## src/rtl/sram_fifo_producer_pkg.sv

```systemverilog
//----------------------------------------------------------------------------
// Module  : tpu_stream_pkg
// Brief   : Shared types and helpers for the SRAM-to-FIFO stream producer.
// Revision: 1.0 - initial release
//----------------------------------------------------------------------------
`default_nettype none

package tpu_stream_pkg;

   typedef enum logic [1:0] {
      IDLE  = 2'd0,
      RUN   = 2'd1,
      DRAIN = 2'd2,
      DONE  = 2'd3
   } state_t;

   localparam int BUF_DEPTH = 2;

   // A length field must hold 0..2^addr_width inclusive.
   function automatic int len_width(input int addr_width);
      return addr_width + 1;
   endfunction

endpackage

`default_nettype wire

```

## src/rtl/sram_fifo_producer_if.sv

```systemverilog
//----------------------------------------------------------------------------
// Module  : sram_fifo_producer_if
// Brief   : Write-side bundle of a sync FIFO; master is the producer side.
// Revision: 1.0 - initial release
//----------------------------------------------------------------------------
`default_nettype none

interface sram_fifo_producer_if #(
   parameter int DATA_WIDTH = 16
);
   logic                  w_en;
   logic [DATA_WIDTH-1:0] data_in;
   logic                  full;

   modport master (output w_en, output data_in, input full);
   modport slave  (input w_en, input data_in, output full);
endinterface

`default_nettype wire

```

## src/rtl/sram_fifo_producer_skid_buf.sv

```systemverilog
//----------------------------------------------------------------------------
// Module  : producer_skid_buf
// Brief   : In-order buffer absorbing SRAM read data while the FIFO stalls.
// Revision: 1.0 - initial release
//----------------------------------------------------------------------------
`default_nettype none

module producer_skid_buf
   import tpu_stream_pkg::*;
#(
   parameter int DATA_WIDTH = 16,
   localparam int CNT_W     = $clog2(BUF_DEPTH + 1)
) (
   input  wire logic                  clk,
   input  wire logic                  rst_n,
   input  wire logic                  push,
   input  wire logic                  pop,
   input  wire logic [DATA_WIDTH-1:0] din,
   output logic      [DATA_WIDTH-1:0] head,
   output logic      [CNT_W-1:0]      count
);

   logic [DATA_WIDTH-1:0] r_mem [BUF_DEPTH];
   logic [CNT_W-1:0]      r_count;
   logic [CNT_W-1:0]      w_wr_idx;

   // Entry 0 is always the head, so a pop shifts everything down one slot.
   assign w_wr_idx = r_count - CNT_W'(pop);
   assign head     = r_mem[0];
   assign count    = r_count;

   always_ff @(posedge clk or negedge rst_n) begin
      if (!rst_n) begin
         for (int i = 0; i < BUF_DEPTH; i++) r_mem[i] <= '0;
         r_count <= '0;
      end else begin
         if (pop) begin
            for (int i = 0; i < BUF_DEPTH - 1; i++) r_mem[i] <= r_mem[i+1];
         end
         if (push) begin
            for (int i = 0; i < BUF_DEPTH; i++) begin
               if (CNT_W'(i) == w_wr_idx) r_mem[i] <= din;
            end
         end
         r_count <= r_count + CNT_W'(push) - CNT_W'(pop);
      end
   end

endmodule

`default_nettype wire

```

## src/rtl/sram_fifo_producer.sv

```systemverilog
//----------------------------------------------------------------------------
// Module  : sram_fifo_producer
// Brief   : Streams length words from a 1-cycle-latency SRAM into a sync FIFO.
// Revision: 1.0 - initial release
//----------------------------------------------------------------------------
`default_nettype none

module sram_fifo_producer
   import tpu_stream_pkg::*;
#(
   parameter int DATA_WIDTH = 16,
   parameter int ADDR_WIDTH = 10
) (
   input  wire logic                             clk,
   input  wire logic                             rst_n,
   input  wire logic                             start,
   input  wire logic [ADDR_WIDTH-1:0]            base_addr,
   input  wire logic [len_width(ADDR_WIDTH)-1:0] length,
   output logic                                  busy,
   output logic                                  done,
   output logic                                  mem_re,
   output logic      [ADDR_WIDTH-1:0]            mem_addr,
   input  wire logic [DATA_WIDTH-1:0]            mem_rdata,
   sram_fifo_producer_if.master                  fifo
);

   localparam int LEN_W = len_width(ADDR_WIDTH);
   localparam int CNT_W = $clog2(BUF_DEPTH + 1);

   state_t                r_state, w_state_nxt;
   logic [ADDR_WIDTH-1:0] r_base;
   logic [LEN_W-1:0]      r_len, r_issued, r_written;
   logic                  r_inflight;
   logic [CNT_W-1:0]      w_count;
   logic [CNT_W-1:0]      w_occ;
   logic [DATA_WIDTH-1:0] w_head;
   logic                  w_wen, w_last_read, w_last_write;

   producer_skid_buf #(.DATA_WIDTH(DATA_WIDTH)) u_buf (
      .clk   (clk),
      .rst_n (rst_n),
      .push  (r_inflight),
      .pop   (w_wen),
      .din   (mem_rdata),
      .head  (w_head),
      .count (w_count)
   );

   // Occupancy counts the in-flight read so full can rise without data loss.
   assign w_occ        = w_count + CNT_W'(r_inflight);
   assign w_wen        = (w_count != '0) && !fifo.full;
   assign w_last_read  = (r_issued + LEN_W'(1)) == r_len;
   assign w_last_write = (r_written + LEN_W'(1)) == r_len;

   assign mem_re       = (r_state == RUN) &&
                         ((w_occ < CNT_W'(BUF_DEPTH)) ||
                          ((w_occ == CNT_W'(BUF_DEPTH)) && w_wen));
   assign mem_addr     = r_base + r_issued[ADDR_WIDTH-1:0];
   assign fifo.w_en    = w_wen;
   assign fifo.data_in = w_head;
   assign busy         = (r_state != IDLE);
   assign done         = (r_state == DONE);

   always_comb begin
      w_state_nxt = r_state;
      case (r_state)
         IDLE:    if (start) w_state_nxt = (length == '0) ? DONE : RUN;
         RUN:     if (mem_re && w_last_read) w_state_nxt = DRAIN;
         DRAIN:   if (w_wen && w_last_write) w_state_nxt = DONE;
         DONE:    w_state_nxt = IDLE;
         default: w_state_nxt = IDLE;
      endcase
   end

   always_ff @(posedge clk or negedge rst_n) begin
      if (!rst_n) begin
         r_state    <= IDLE;
         r_base     <= '0;
         r_len      <= '0;
         r_issued   <= '0;
         r_written  <= '0;
         r_inflight <= 1'b0;
      end else begin
         r_state    <= w_state_nxt;
         r_inflight <= mem_re;
         if (r_state == IDLE && start) begin
            r_base    <= base_addr;
            r_len     <= length;
            r_issued  <= '0;
            r_written <= '0;
         end else begin
            r_issued  <= r_issued + LEN_W'(mem_re);
            r_written <= r_written + LEN_W'(w_wen);
         end
      end
   end

endmodule

`default_nettype wire

```

## src/flat_wrapper.sv

```systemverilog
// flat-port wrapper written by rule: the top's interface ports become plain ports
module sram_fifo_producer_flat import tpu_stream_pkg::*;
#(
   parameter int DATA_WIDTH = 16,
   parameter int ADDR_WIDTH = 10
)
  (clk, rst_n, start, base_addr, length, busy, done, mem_re, mem_addr, mem_rdata, fifo_w_en, fifo_data_in, fifo_full);
  sram_fifo_producer_if #(.DATA_WIDTH(DATA_WIDTH)) fifo_i ();
  input  wire logic clk;
  input  wire logic rst_n;
  input  wire logic start;
  input  wire logic [ADDR_WIDTH-1:0] base_addr;
  input  wire logic [len_width(ADDR_WIDTH)-1:0] length;
  output logic busy;
  output logic done;
  output logic mem_re;
  output logic      [ADDR_WIDTH-1:0] mem_addr;
  input  wire logic [DATA_WIDTH-1:0] mem_rdata;
  output wire logic [$bits(fifo_i.w_en)-1:0] fifo_w_en;
  output wire logic [$bits(fifo_i.data_in)-1:0] fifo_data_in;
  input wire logic [$bits(fifo_i.full)-1:0] fifo_full;
  assign fifo_w_en = fifo_i.w_en;
  assign fifo_data_in = fifo_i.data_in;
  assign fifo_i.full = fifo_full;
  sram_fifo_producer #(.DATA_WIDTH(DATA_WIDTH), .ADDR_WIDTH(ADDR_WIDTH)) u_core (.clk(clk), .rst_n(rst_n), .start(start), .base_addr(base_addr), .length(length), .busy(busy), .done(done), .mem_re(mem_re), .mem_addr(mem_addr), .mem_rdata(mem_rdata), .fifo(fifo_i));
endmodule
```

## config.mk

```make
export PLATFORM = sky130hd
export DESIGN_NAME = sram_fifo_producer_flat
export DESIGN_NICKNAME = d
export VERILOG_FILES = /design/src/rtl/sram_fifo_producer_pkg.sv /design/src/rtl/sram_fifo_producer_if.sv /design/src/rtl/sram_fifo_producer_skid_buf.sv /design/src/rtl/sram_fifo_producer.sv /design/src/flat_wrapper.sv
export SDC_FILE = /design/constraint.sdc
export NUM_CORES = 1
export LEC_CHECK = 0
export ABC_AREA = 1
export CAP_MARGIN = 0
export CORE_AREA = 2 2 105 97
export CTS_CLUSTER_DIAMETER = 30
export CTS_CLUSTER_SIZE = 14
export DETAILED_ROUTE_END_ITERATION = 7
export DIE_AREA = 0 0 107 99
export GPL_ROUTABILITY_DRIVEN = 0
export PLACE_DENSITY = 0.75
export SLEW_MARGIN = 20
export SYNTH_ARGS = -nofsm -noshare
export SYNTH_HDL_FRONTEND = slang
export SYNTH_SLANG_ARGS = --single-unit
```

## constraint.sdc

```tcl
create_clock -name clk -period 6.2 [get_ports clk]
set_input_delay 0.62 -clock clk [delete_from_list [all_inputs] [get_ports clk]]
set_output_delay 0.62 -clock clk [all_outputs]
set_load 0.005 [all_outputs]
```

; Yosys cells after proc, flatten, opt, wreduce, memory -nomap -nowiden
; Cells that the tools add are included.
[totals]
mem_bits_rw = 0
memories = 0
register_bits = 80
elab_cells = 54
mem_bits_ro = 0
latch_bits = 0
[classes]
bitwise = 0
reduce_logical = 15
multipliers = 0
n_eq_ne = 10
add_sub_neg = 8
magnitude_cmp = 1
div_mod_pow = 0
mux = 11
n_shift = 0
[ops]
columns = operator, count
row1 = 16-bit two-way mux, 3
row2 = 32-bit two-way mux, 1
row3 = 11-bit by 1-bit adder with 11-bit output, 2
row4 = "11-bit by 1-bit adder with 11-bit output, second input constant", 2
row5 = 11-bit equality test, 2
row6 = 11-bit two-way mux, 2
row7 = 11-bit zero test, 1
row8 = 10-bit adder, 1
row9 = 2-bit two-way mux, 4
row10 = 2-bit one-hot mux with 4 select lines, 1
row11 = "2-bit equality test, second input constant", 3
row12 = 1-bit logical AND, 6
row13 = 2-bit zero test, 2
row14 = "2-bit inequality test, second input constant", 2
row15 = 2-bit nonzero test, 2
row16 = 2-bit by 1-bit subtractor with 2-bit output, 2
row17 = 3-bit AND reduction, 1
row18 = 2-bit by 1-bit adder with 2-bit output, 1
row19 = "1-bit by 2-bit equality test with 1-bit output, first input constant", 1
row20 = "2-bit by 1-bit equality test with 1-bit output, second input constant", 1
row21 = "2-bit < comparator, second input constant", 1
row22 = "2-bit by 1-bit inequality test with 1-bit output, second input constant", 1
row23 = 2-bit AND reduction, 1
row24 = 1-bit zero test, 1
row25 = 1-bit logical OR, 1

; Logic depth before layout (Yosys ltp)
; Gate-level depths: netlist (run 1).
[depth]
ltp_word = 8
depth_mapped = 15
mapped_depth_nobuf = 14

; By module
; Synthesis (run 1) repeated with hierarchy kept, for this count alone.
[unflattened]
hier_cells = 697
hier_area_um2 = 5057.4
[modules_own_cells]
columns = module, area_per_inst_um2, cells_per_inst, n_inst, seq_area_each_um2
row1 = sram_fifo_producer, 3263.1, 473, 1, 1151.1
row2 = producer_skid_buf, 1794.2, 224, 1, 850.8

; Least setup slack after synthesis (run 1)
; OpenSTA, ideal clock, no wires.
[synth_timing]
kind = flip-flop to output port
start = register u_core.r_issued[0]
end = output mem_addr[8]
path_stages_with_launch = 13
t_required_ps = 5580
arrival_time_ps = 1853
setup_slack_ps = 3727
path_cell_list = dfrtp_1 ha_1 inv_1 fa_1 o21ai_0 nand2_1 nand2_1 a21oi_1 o21bai_1 a21oi_1 inv_1 nand2_1 nand2_1
[synth_between]
elab_chain_cells = 1
[synth_lines]
columns = item, line_no
row1 = "start, declared", sram_fifo_producer.sv:32  ; logic [LEN_W-1:0] r_len, r_issued, r_written;
row2 = "start signal, assigned", sram_fifo_producer.sv:92  ; r_issued <= r_issued + LEN_W'(mem_re);
row3 = 10-bit adder, sram_fifo_producer.sv:58  ; assign mem_addr = r_base + r_issued[ADDR_WIDTH-1:0];
row4 = "end, declared", flat_wrapper.sv:17  ; output logic [ADDR_WIDTH-1:0] mem_addr;
; No other way between the ends.

; Final worst setup path (run 1)
; Ends and elaborated chain as after synthesis.

==> results of run 1 <==
==> synthesized netlist by cell type, drive strengths merged, types with 2 or more instances <==
cell type / instances
a21boi: 2
a21oi: 24
a31oi: 17
and3: 3
buf: 22
clkbuf: 8
dfrtp: 80
ha: 23
inv: 62
mux2: 16
nand2: 181
nand3: 28
nand3b: 2
nand4: 5
nor2: 58
nor3: 7
nor4: 2
o21a: 3
o21ai: 26
o21bai: 2
or2: 4
xnor2: 8
xor2: 14
==> cell type report <==
class	instances	area, um^2	area share, %
clock buffer	10	138	2.42
timing repair buffer	71	709	12.5
sequential	80	2000	35.2
multi-input combinational	429	2340	41.3
tap	126	158	2.77
inverter	62	233	4.10
clock inverter	6	97.6	1.72
==> where the power goes <==
part           internal (mW)  switching (mW)  total, mW
Combinational          0.516           0.503       1.02
Sequential             0.722           0.146      0.868
Clock                  0.244           0.202      0.446
==> cell families after synthesis <==
family	Yosys count	share of synthesized area, %
adders and majority gates	24	6.46
xor gates and xnor gates	22	4.04
AOI/OAI and AO/OA	77	9.32
and+or+nand+nor	290	25.6
buffers and inverters	92	8.84
muxes	16	3.78
DFF	80	42.0
==> path summary, 6_finish.rpt <==
path	startpoint	endpoint	slack, ps	depth (start not counted)
worst min register to register	u_core.r_base[2]$_DFFE_PN0P_	u_core.r_base[2]$_DFFE_PN0P_	490	2
worst min-delay path	rst_n	u_core.u_buf.r_mem[1]$_DFFE_PN0P_	300	1
worst max-delay path	u_core.r_issued[0]$_DFF_PN0_	mem_addr[8]	2670	13
worst max register to register	u_core.u_buf.count[0]$_DFF_PN0_	u_core.r_issued[10]$_DFF_PN0_	3510	12
max in group asynchronous	rst_n	u_core.r_written[6]$_DFF_PN0_	5420	1
min in group clk	u_core.r_base[2]$_DFFE_PN0P_	u_core.r_base[2]$_DFFE_PN0P_	490	2
==> per-stage QoR <==
step,cell area (um^2),setup slack [ps],std cells,hold slack [ps]
after CTS,5680,2650,784,453
after global placement,5440,3050,768,473
after detailed placement,5440,2930,768,475
after floorplan,4770,3730,601,324
after global routing,5680,2430,784,341
final,5680,2670,784,297
==> routing by layer <==
metal  share of wire (%)  vias up
met5                   0        -
met4                 1.5        0
met3                 6.4       13
met2                  45      127
met1                  47     1811
li1                    -     2030
==> state kept, by name, summed over array words and instances (netlist names) <==
| signal | cells |
|---|---|
| u_core.u_buf.r_mem | 16 |
| u_core.r_len | 11 |
| u_core.u_buf.count | 2 |
| u_core.u_buf.head | 16 |
| u_core.r_inflight | 1 |
| u_core.r_written | 11 |
| u_core.r_issued | 11 |
| u_core.r_state | 2 |
| u_core.r_base | 10 |
==> worst register-to-register path, stage by stage (launching register included) <==
cell	delay, ps
dfrtp_1	400
ha_1	310
inv_1	80
nand3_1	70
a21boi_0	470
ha_1	270
ha_1	170
nand2_1	70
nor2_1	280
nand2_1	140
nor2_1	150
a21oi_1	80
o21a_1	110
==> qor.csv, run 1 <==
stage,metric,value,unit
global_route,M3 GR Usage,3.90,%
sta,Fmax,283,MHz
synthesis,Synth Register Bits,80,
sta,Slew @ Worst Pin,1020,ps
run_status,outcome,"complete, no violations",
setup_path,CP bufs+invs,3,
routing,DRC viols,0,
cells_and_area,Util after Layout,59.9,%
sta,Pins Over Slew Limit,0,
global_route,vias in the first global route,3758,
sta,crit path time final,3530,ps
sta,Setup Viol. Count Final,0,
floorplanning,std cell rows,34,
synthesis,Syn Nets,666,
setup_path,CP arrival,2910,ps
setup_path,Setup CP Type,reg -> out,
floorplanning,Top-Level Pins,71,
floorplanning,Initial Util,50.3,%
global_route,GR met2 Demand/Resource,30.9,%
synthesis,Most used DFF post-synth,dfrtp_1,
cells_and_area,"most common cell after layout, fill and taps aside",nand2_1,
setup_path,slowest cell on the critical path,clkdlybuf4s50_1,
synthesis,Synth area leaders,"dfrtp_1 42%, nand2_1 14%, ha_1 6.0%",
synthesis,number of distinct library cells after synthesis,42,
clock_tree,CTS sink count,80,
setup_path,CP Launch Type,flip-flop,
clock_tree,number of H-tree levels,3,
setup_path,Max Fanout on Critical Path,6,
clock_tree,CTS resizes,0,
global_route,first-pass GRT wire length,17100,um
routing,DR iter-0 viols,235,
synthesis,Synth Instances,601,
hold_path,Hold/Removal Path Class,in -> async,
sta,final hold violation count,0,
sta,RSZ-0062 raised after global routing,no,
routing,Via density,5.08,
cells_and_area,n_diodes,0,
clock_tree,clock latency on the worst-skew pair,360,ps
synthesis,synthesized area,4770,um^2
clock_tree,"CTS clk-pin slew, worst paths",90,ps
power,PD cells,411,nW/um^2
clock_tree,CTS Buffer Depth,2,
cells_and_area,Layout area overhead,19.2,%
routing,routed vias,3981,
placed_design,Final HPWL DP,7450,um
global_route,met1 Usage GRT,28.5,%
synthesis,"Seq/Total Area, Yosys",42.0,%
synthesis,yosys warns,0,
clock_tree,CTS tree,yes,
floorplanning,Die W,107,um
setup_path,Worst Path Required,5580,ps
cells_and_area,Nets,718,
setup_path,CP max stage delay,490,ps
routing,TritonRoute pass-1 iters,5,
global_route,pin count of the biggest net entering global routing,81,
cells_and_area,FILL cells,858,
floorplanning,full die area,10600,um^2
sta,crit share post-route,56.9,%
clock_tree,TritonCTS Buffers,9,
clock_tree,Root Buffer Master,clkbuf_8,
sta,max_slew headroom,31.7,%
synthesis,post-synth top area share,42.0,%
global_route,initial antenna violation count,0,
cells_and_area,"commonest cells after routing, fill and taps aside","178 x nand2_1, 80 x dfrtp_1, 69 x clkdlybuf4s50_1",
job,maxcap violations,0,
synthesis,Synth async-reset ratio,100,%
synthesis,cell taking the most area after synthesis,dfrtp_1,
setup_path,CP most frequent cell,nand2_1,
floorplanning,Die Ht,99,um
global_route,Total GRT Usage,19.9,%
power,Lkg Pwr,2.76,nW
setup_path,crit path cell chain,"ha_1, inv_1, fa_1, o21ai_0, nand2_1, nand2_1, a21oi_1, o21bai_1, a21oi_1, inv_1, nand2_1, nand2_1, clkdlybuf4s50_1",
global_route,total gr overflow,0,
routing,ANT nets after route,0,
sta,setup TNS,0,ps
floorplanning,Core Area,9490,um^2
placed_design,IO buf count,70,
routing,drt total wl,10000,um
clock_tree,Setup Buffers After CTS,0,
cells_and_area,share of cells above drive strength 1,7.45,%
synthesis,Post-synth EDFFs,0,
setup_path,"CP delay by family, top",adder cells,
setup_path,Worst setup EP type,output pin,
global_route,most used routing layer,met2,
synthesis,syn avg cell area,7.93,um^2
sta,Fin Clk Skew,8.96,ps
routing,WL/cell,12.8,um
power,final total power,2.33,mW
clock_tree,post-cts hold buffer count,0,
power,peak supply drop,0.000188,V
No activity file was read; power rests on OpenSTA's default activity.
==> run 2, diff against run 1 <==
clock period = 3.4 ns   (was 6.2 ns; I/O delays follow)
==> qor.csv, run 2 (synthesized netlist as in run 1, its figures left out) <==
stage,metric,value,unit
sta,final hold violation count,0,
clock_tree,post-cts hold buffer count,0,
routing,routed vias,4038,
clock_tree,Setup Buffers After CTS,0,
hold_path,Hold/Removal Path Class,in -> async,
power,NetSw,1.59,mW
global_route,Total GRT Usage,20.3,%
power,Clk network pwr share,17.6,%
cells_and_area,"most common cell after layout, fill and taps aside",nand2_1,
cells_and_area,Nets,722,
sta,setup TNS,0,ps
clock_tree,CTS Buffer Depth,2,
sta,Slew @ Worst Pin,712,ps
setup_path,Worst setup EP type,output pin,
setup_path,Setup CP Type,reg -> out,
power,peak supply drop,0.000342,V
cells_and_area,share of cells above drive strength 1,8.01,%
floorplanning,Core Area,9490,um^2
setup_path,R2R cell count,13,
sta,final setup margin,243,ps
sta,crit share post-route,92.8,%
floorplanning,std cell rows,34,
routing,ANT nets after route,0,
sta,Pins Over Slew Limit,0,
routing,drt total wl,10000,um
job,maxcap violations,0,
power,Net Sw Frac,37.5,%
cells_and_area,n_diodes,0,
clock_tree,TritonCTS Buffers,9,
floorplanning,Top-Level Pins,71,
cells_and_area,"commonest cells after routing, fill and taps aside","178 x nand2_1, 80 x dfrtp_1, 69 x clkdlybuf4s50_1",
setup_path,Worst Path Required,3060,ps
clock_tree,CTS tree,yes,
sta,crit path time final,3160,ps
routing,WL/cell,12.7,um
floorplanning,full die area,10600,um^2
clock_tree,CTS resizes,0,
floorplanning,Die Ht,99,um
placed_design,dpl ws,535,ps
power,Seq pwr share,37.4,%
placed_design,DP Cell Count,772,
power,design internal power,2.64,mW
routing,DRC viols,0,
clock_tree,number of H-tree levels,3,
power,Lkg Pwr,2.77,nW
sta,Fmax,317,MHz
placed_design,Final HPWL DP,7440,um
global_route,first-pass GRT wire length,17400,um
power,PD cells,742,nW/um^2
placed_design,IO buf count,70,
global_route,pin count of the biggest net entering global routing,81,
clock_tree,"CTS clk-pin slew, worst paths",90,ps
cells_and_area,Finished Layout Cells,788,
global_route,total gr overflow,0,
routing,TritonRoute pass-1 iters,5,
clock_tree,clock latency on the worst-skew pair,360,ps
setup_path,CP arrival,2820,ps
routing,Via density,5.12,
cells_and_area,FILL cells,843,
routing,DR iter-0 viols,219,
setup_path,Max Fanout on Critical Path,6,
sta,Setup Viol. Count Final,0,
clock_tree,CTS sink count,80,
sta,RSZ-0062 raised after global routing,no,
sta,Fin Clk Skew,10.4,ps
floorplanning,Die W,107,um
clock_tree,Root Buffer Master,clkbuf_8,
global_route,initial antenna violation count,0,
cells_and_area,Layout area overhead,19.5,%
floorplanning,Initial Util,50.3,%
run_status,outcome,"complete, no violations",
setup_path,CP Launch Type,flip-flop,
power,power share of the combinational group,45.0,%
global_route,vias in the first global route,3856,
sta,max_slew headroom,52.5,%
[run 2: cell types whose count changed in the layout (fill, tap and decap cells not counted), sizes merged]
cell and change:
buf +4, bufinv -1, clkbuf -1, clkinvlp +1
inv +1
[run 2: path summary, 6_finish.rpt]
check | startpoint | to | slack [ps]
worst max-delay path | u_core.r_issued[0]$_DFF_PN0_ | mem_addr[8] | 240
worst min-delay path | rst_n | u_core.u_buf.head[1]$_DFF_PN0_ | 2
max in group asynchronous | rst_n | u_core.r_base[3]$_DFFE_PN0P_ | 2910
worst max register to register | u_core.u_buf.count[0]$_DFF_PN0_ | u_core.r_issued[10]$_DFF_PN0_ | 980
min in group clk | u_core.r_base[4]$_DFFE_PN0P_ | u_core.r_base[4]$_DFFE_PN0P_ | 490
worst min register to register | u_core.r_base[4]$_DFFE_PN0P_ | u_core.r_base[4]$_DFFE_PN0P_ | 490
[run 2: stage by stage]
stage	power, mW	utilization, %	instance area, um^2	hold slack [ps]
floorplan	2.86	-	4770	44.4
global placement	3.42	57.8	5490	470
detailed placement	3.51	57.8	5490	470
CTS	4.26	60.0	5690	174
global route	4.59	60.1	5700	59.1
finish	4.23	60.1	5700	2.12
[run 2: layout make-up]
| class | instances | area (um^2) | area share, % |
|---|---|---|---|
| Sequential cell | 80 | 2000 | 35.1 |
| Multi-Input combinational cell | 429 | 2340 | 41.2 |
| Inverter | 62 | 233 | 4.09 |
| Clock buffer | 9 | 124 | 2.17 |
| Tap cell | 126 | 158 | 2.77 |
| Timing Repair Buffer | 75 | 752 | 13.2 |
| Clock inverter | 7 | 83.8 | 1.47 |
[run 2: per-layer routing]
| layer | up-vias | part of all wire, % | wire (um) | GRT usage, % |
|---|---|---|---|---|
| li1 | 2043 | - | - | - |
| met1 | 1877 | 47 | 4690 | 26.8 |
| met2 | 107 | 46 | 4660 | 33.0 |
| met3 | 11 | 5.1 | 516 | 5.09 |
| met4 | 0 | 1.6 | 162 | 6.19 |
| met5 | - | 0 | 0 | 0 |
[run 2: critical path: stages, from the launching register on]
cell and delay (ps):
dfrtp_1 460, ha_1 220, inv_1 80, fa_1 410, o21ai_1 210, nand2_1 70, nand2_1 70, a21oi_1 80
o21bai_1 130, a21oi_1 90, inv_1 60, nand2_1 40, nand2_1 50, clkdlybuf4s50_1 490
[run 2: power groups by stage]
stage               Combinational, mW  Clock (mW)  Sequential, mW
floorplan                        1.34           0            1.52
global placement                 1.85           0            1.58
detailed placement               1.91           0            1.60
CTS                              1.92       0.766            1.58
global route                     2.15       0.799            1.63
finish                           1.90       0.744            1.58
==> run 3, diff against run 2 <==
CORE_AREA = 2 2 97 108   (was 2 2 105 97)
DIE_AREA = 0 0 99 110   (was 0 0 107 99)
PLACE_DENSITY = 0.76   (was 0.75)
clock period = 2.9 ns   (was 3.4 ns; I/O delays follow)
==> qor.csv, run 3 (synthesized netlist as in run 1, its figures left out) <==
stage,metric,value,unit
placed_design,Final HPWL DP,7600,um
clock_tree,Root Buffer Master,clkbuf_8,
setup_path,r2r setup slk,520,ps
hold_path,Hold/Removal Path Class,in -> async,
global_route,pin count of the biggest net entering global routing,81,
job,maxcap violations,0,
setup_path,worst setup path endpoint,mem_addr[6],
routing,DRC viols,0,
clock_tree,CTS sink count,80,
power,peak supply drop,0.000440,V
sta,RSZ-0062 raised after global routing,no,
sta,Min Hold Slack,-46.5,ps
setup_path,FF-to-FF End,u_core.r_issued[10]$_DFF_PN0_,
cells_and_area,"most common cell after layout, fill and taps aside",nand2_1,
floorplanning,Die W,99,um
setup_path,Max Fanout on Critical Path,2,
routing,Via density,5.14,
setup_path,CP Launch Point,u_core.r_base[0]$_DFFE_PN0P_,
global_route,Total GRT Usage,20.0,%
cells_and_area,Layout area overhead,20.3,%
setup_path,CP arrival,2490,ps
cells_and_area,FILL cells,884,
power,Lkg Pwr,2.77,nW
cells_and_area,Nets,725,
sta,max_slew headroom,51.9,%
sta,setup TNS,0,ps
setup_path,Worst path depth,9,
power,final total power,4.93,mW
setup_path,"CP delay by family, top",buffers and inverters,
sta,crit path time final,2780,ps
run_status,violated checks,hold timing,
setup_path,Crit Reg-Reg Startpoint,u_core.r_state[1]$_DFFE_PN0P_,
global_route,most used routing layer,met2,
floorplanning,Die Ht,110,um
global_route,met1 Usage GRT,24.8,%
setup_path,Setup CP Type,reg -> out,
floorplanning,full die area,10900,um^2
sta,Setup Viol. Count Final,0,
cells_and_area,Multi-input gate area,2400,um^2
floorplanning,std cell rows,38,
global_route,initial antenna violation count,0,
clock_tree,TritonCTS Buffers,9,
clock_tree,number of H-tree levels,3,
sta,Fin Clk Skew,10.1,ps
cells_and_area,"commonest cells after routing, fill and taps aside","177 x nand2_1, 79 x dfrtp_1, 68 x clkdlybuf4s50_1",
sta,final hold violation count,54,
routing,WL/cell,13.3,um
clock_tree,clock latency on the worst-skew pair,350,ps
global_route,vias in the first global route,3972,
global_route,M3 GR Usage,3.09,%
routing,drt total wl,10500,um
clock_tree,"CTS clk-pin slew, worst paths",90,ps
cells_and_area,FF/Latch Area,2000,um^2
clock_tree,CTS Buffer Depth,2,
setup_path,CP max stage delay,520,ps
global_route,GR met2 Demand/Resource,35.8,%
run_status,outcome,finished with violations,
setup_path,R2R cell count,11,
setup_path,CP Launch Type,flip-flop,
global_route,first-pass GRT wire length,17600,um
global_route,total gr overflow,0,
setup_path,CP bufs+invs,2,
placed_design,IO buf count,70,
setup_path,crit path cell chain,"ha_4, inv_1, fa_2, o21ai_2, nand2_1, nand2_2, a21oi_2, xor2_1, clkdlybuf4s50_1",
setup_path,slowest cell on the critical path,clkdlybuf4s50_1,
floorplanning,Initial Util,48.9,%
routing,DR iter-0 viols,218,
cells_and_area,share of cells above drive strength 1,9.77,%
routing,routed vias,4038,
routing,ANT nets after route,0,
sta,crit share post-route,95.7,%
sta,Pins Over Slew Limit,0,
sta,Fmax,360,MHz
setup_path,Worst setup EP type,output pin,
power,PD cells,860,nW/um^2
routing,TritonRoute pass-1 iters,6,
clock_tree,CTS tree,yes,
floorplanning,Top-Level Pins,71,
setup_path,Worst Path Required,2610,ps
sta,Slew @ Worst Pin,722,ps
floorplanning,Core Area,9750,um^2
cells_and_area,n_diodes,0,
[run 3: power by group]
| group | total [mW] | switching, mW | internal [mW] |
|---|---|---|---|
| logic | 2.30 | 1.13 | 1.17 |
| clock network | 0.781 | 0.441 | 0.340 |
| registers | 1.85 | 0.309 | 1.54 |
| total | 4.93 | 1.88 | 3.05 |
[run 3: area by class of cell]
| type | instances | share of cell area, % |
|---|---|---|
| Multi-Input combinational cell | 429 | 41.9 |
| Sequential cell | 80 | 34.9 |
| Timing Repair Buffer | 78 | 13.3 |
| Inverter | 62 | 4.06 |
| Tap cell | 120 | 2.62 |
| Clock buffer | 11 | 2.47 |
| Clock inverter | 5 | 0.698 |
[run 3: how the worst min path moves through the flow]
stage	startpoint	end	slack, ps	cells past startpoint
after floorplan	rst_n	u_core.r_base[0]$_DFFE_PN0P_	-6	0
after global placement	u_core.r_base[4]$_DFFE_PN0P_	u_core.r_base[4]$_DFFE_PN0P_	470	2
after detailed placement	u_core.r_base[4]$_DFFE_PN0P_	u_core.r_base[4]$_DFFE_PN0P_	470	2
after CTS	rst_n	u_core.u_buf.r_mem[0]$_DFFE_PN0P_	140	1
after global routing	rst_n	u_core.u_buf.head[0]$_DFF_PN0_	20	1
final	rst_n	u_core.u_buf.r_mem[0]$_DFFE_PN0P_	-50	1
[run 3: timing repair]
action,4_1_cts,5_1_grt
setup buffers,0,2
gates resized for setup,7,8
endpoints found under the setup margin,3,4
pin swaps,1,4
hold buffers,0,0
[run 3: metal layers]
metal,vias to the layer above,wire length [um]
met5,-,0
li1,2039,-
met2,108,5250
met3,11,517
met1,1880,4580
met4,0,128
[run 3: through the flow]
| step | utilization (%) | worst slack, ps | std cells | instance area (um^2) | hold slack [ps] |
|---|---|---|---|---|---|
| after global routing | 58.8 | 13.2 | 785 | 5740 | 20.2 |
| after CTS | 58.2 | 24.1 | 783 | 5680 | 136 |
| after detailed placement | 56.1 | 167 | 767 | 5470 | 473 |
| after global placement | 56.1 | 253 | 767 | 5470 | 470 |
| final | 58.8 | 125 | 785 | 5740 | -46.5 |
| after floorplan | - | 644 | 601 | 4770 | -5.59 |
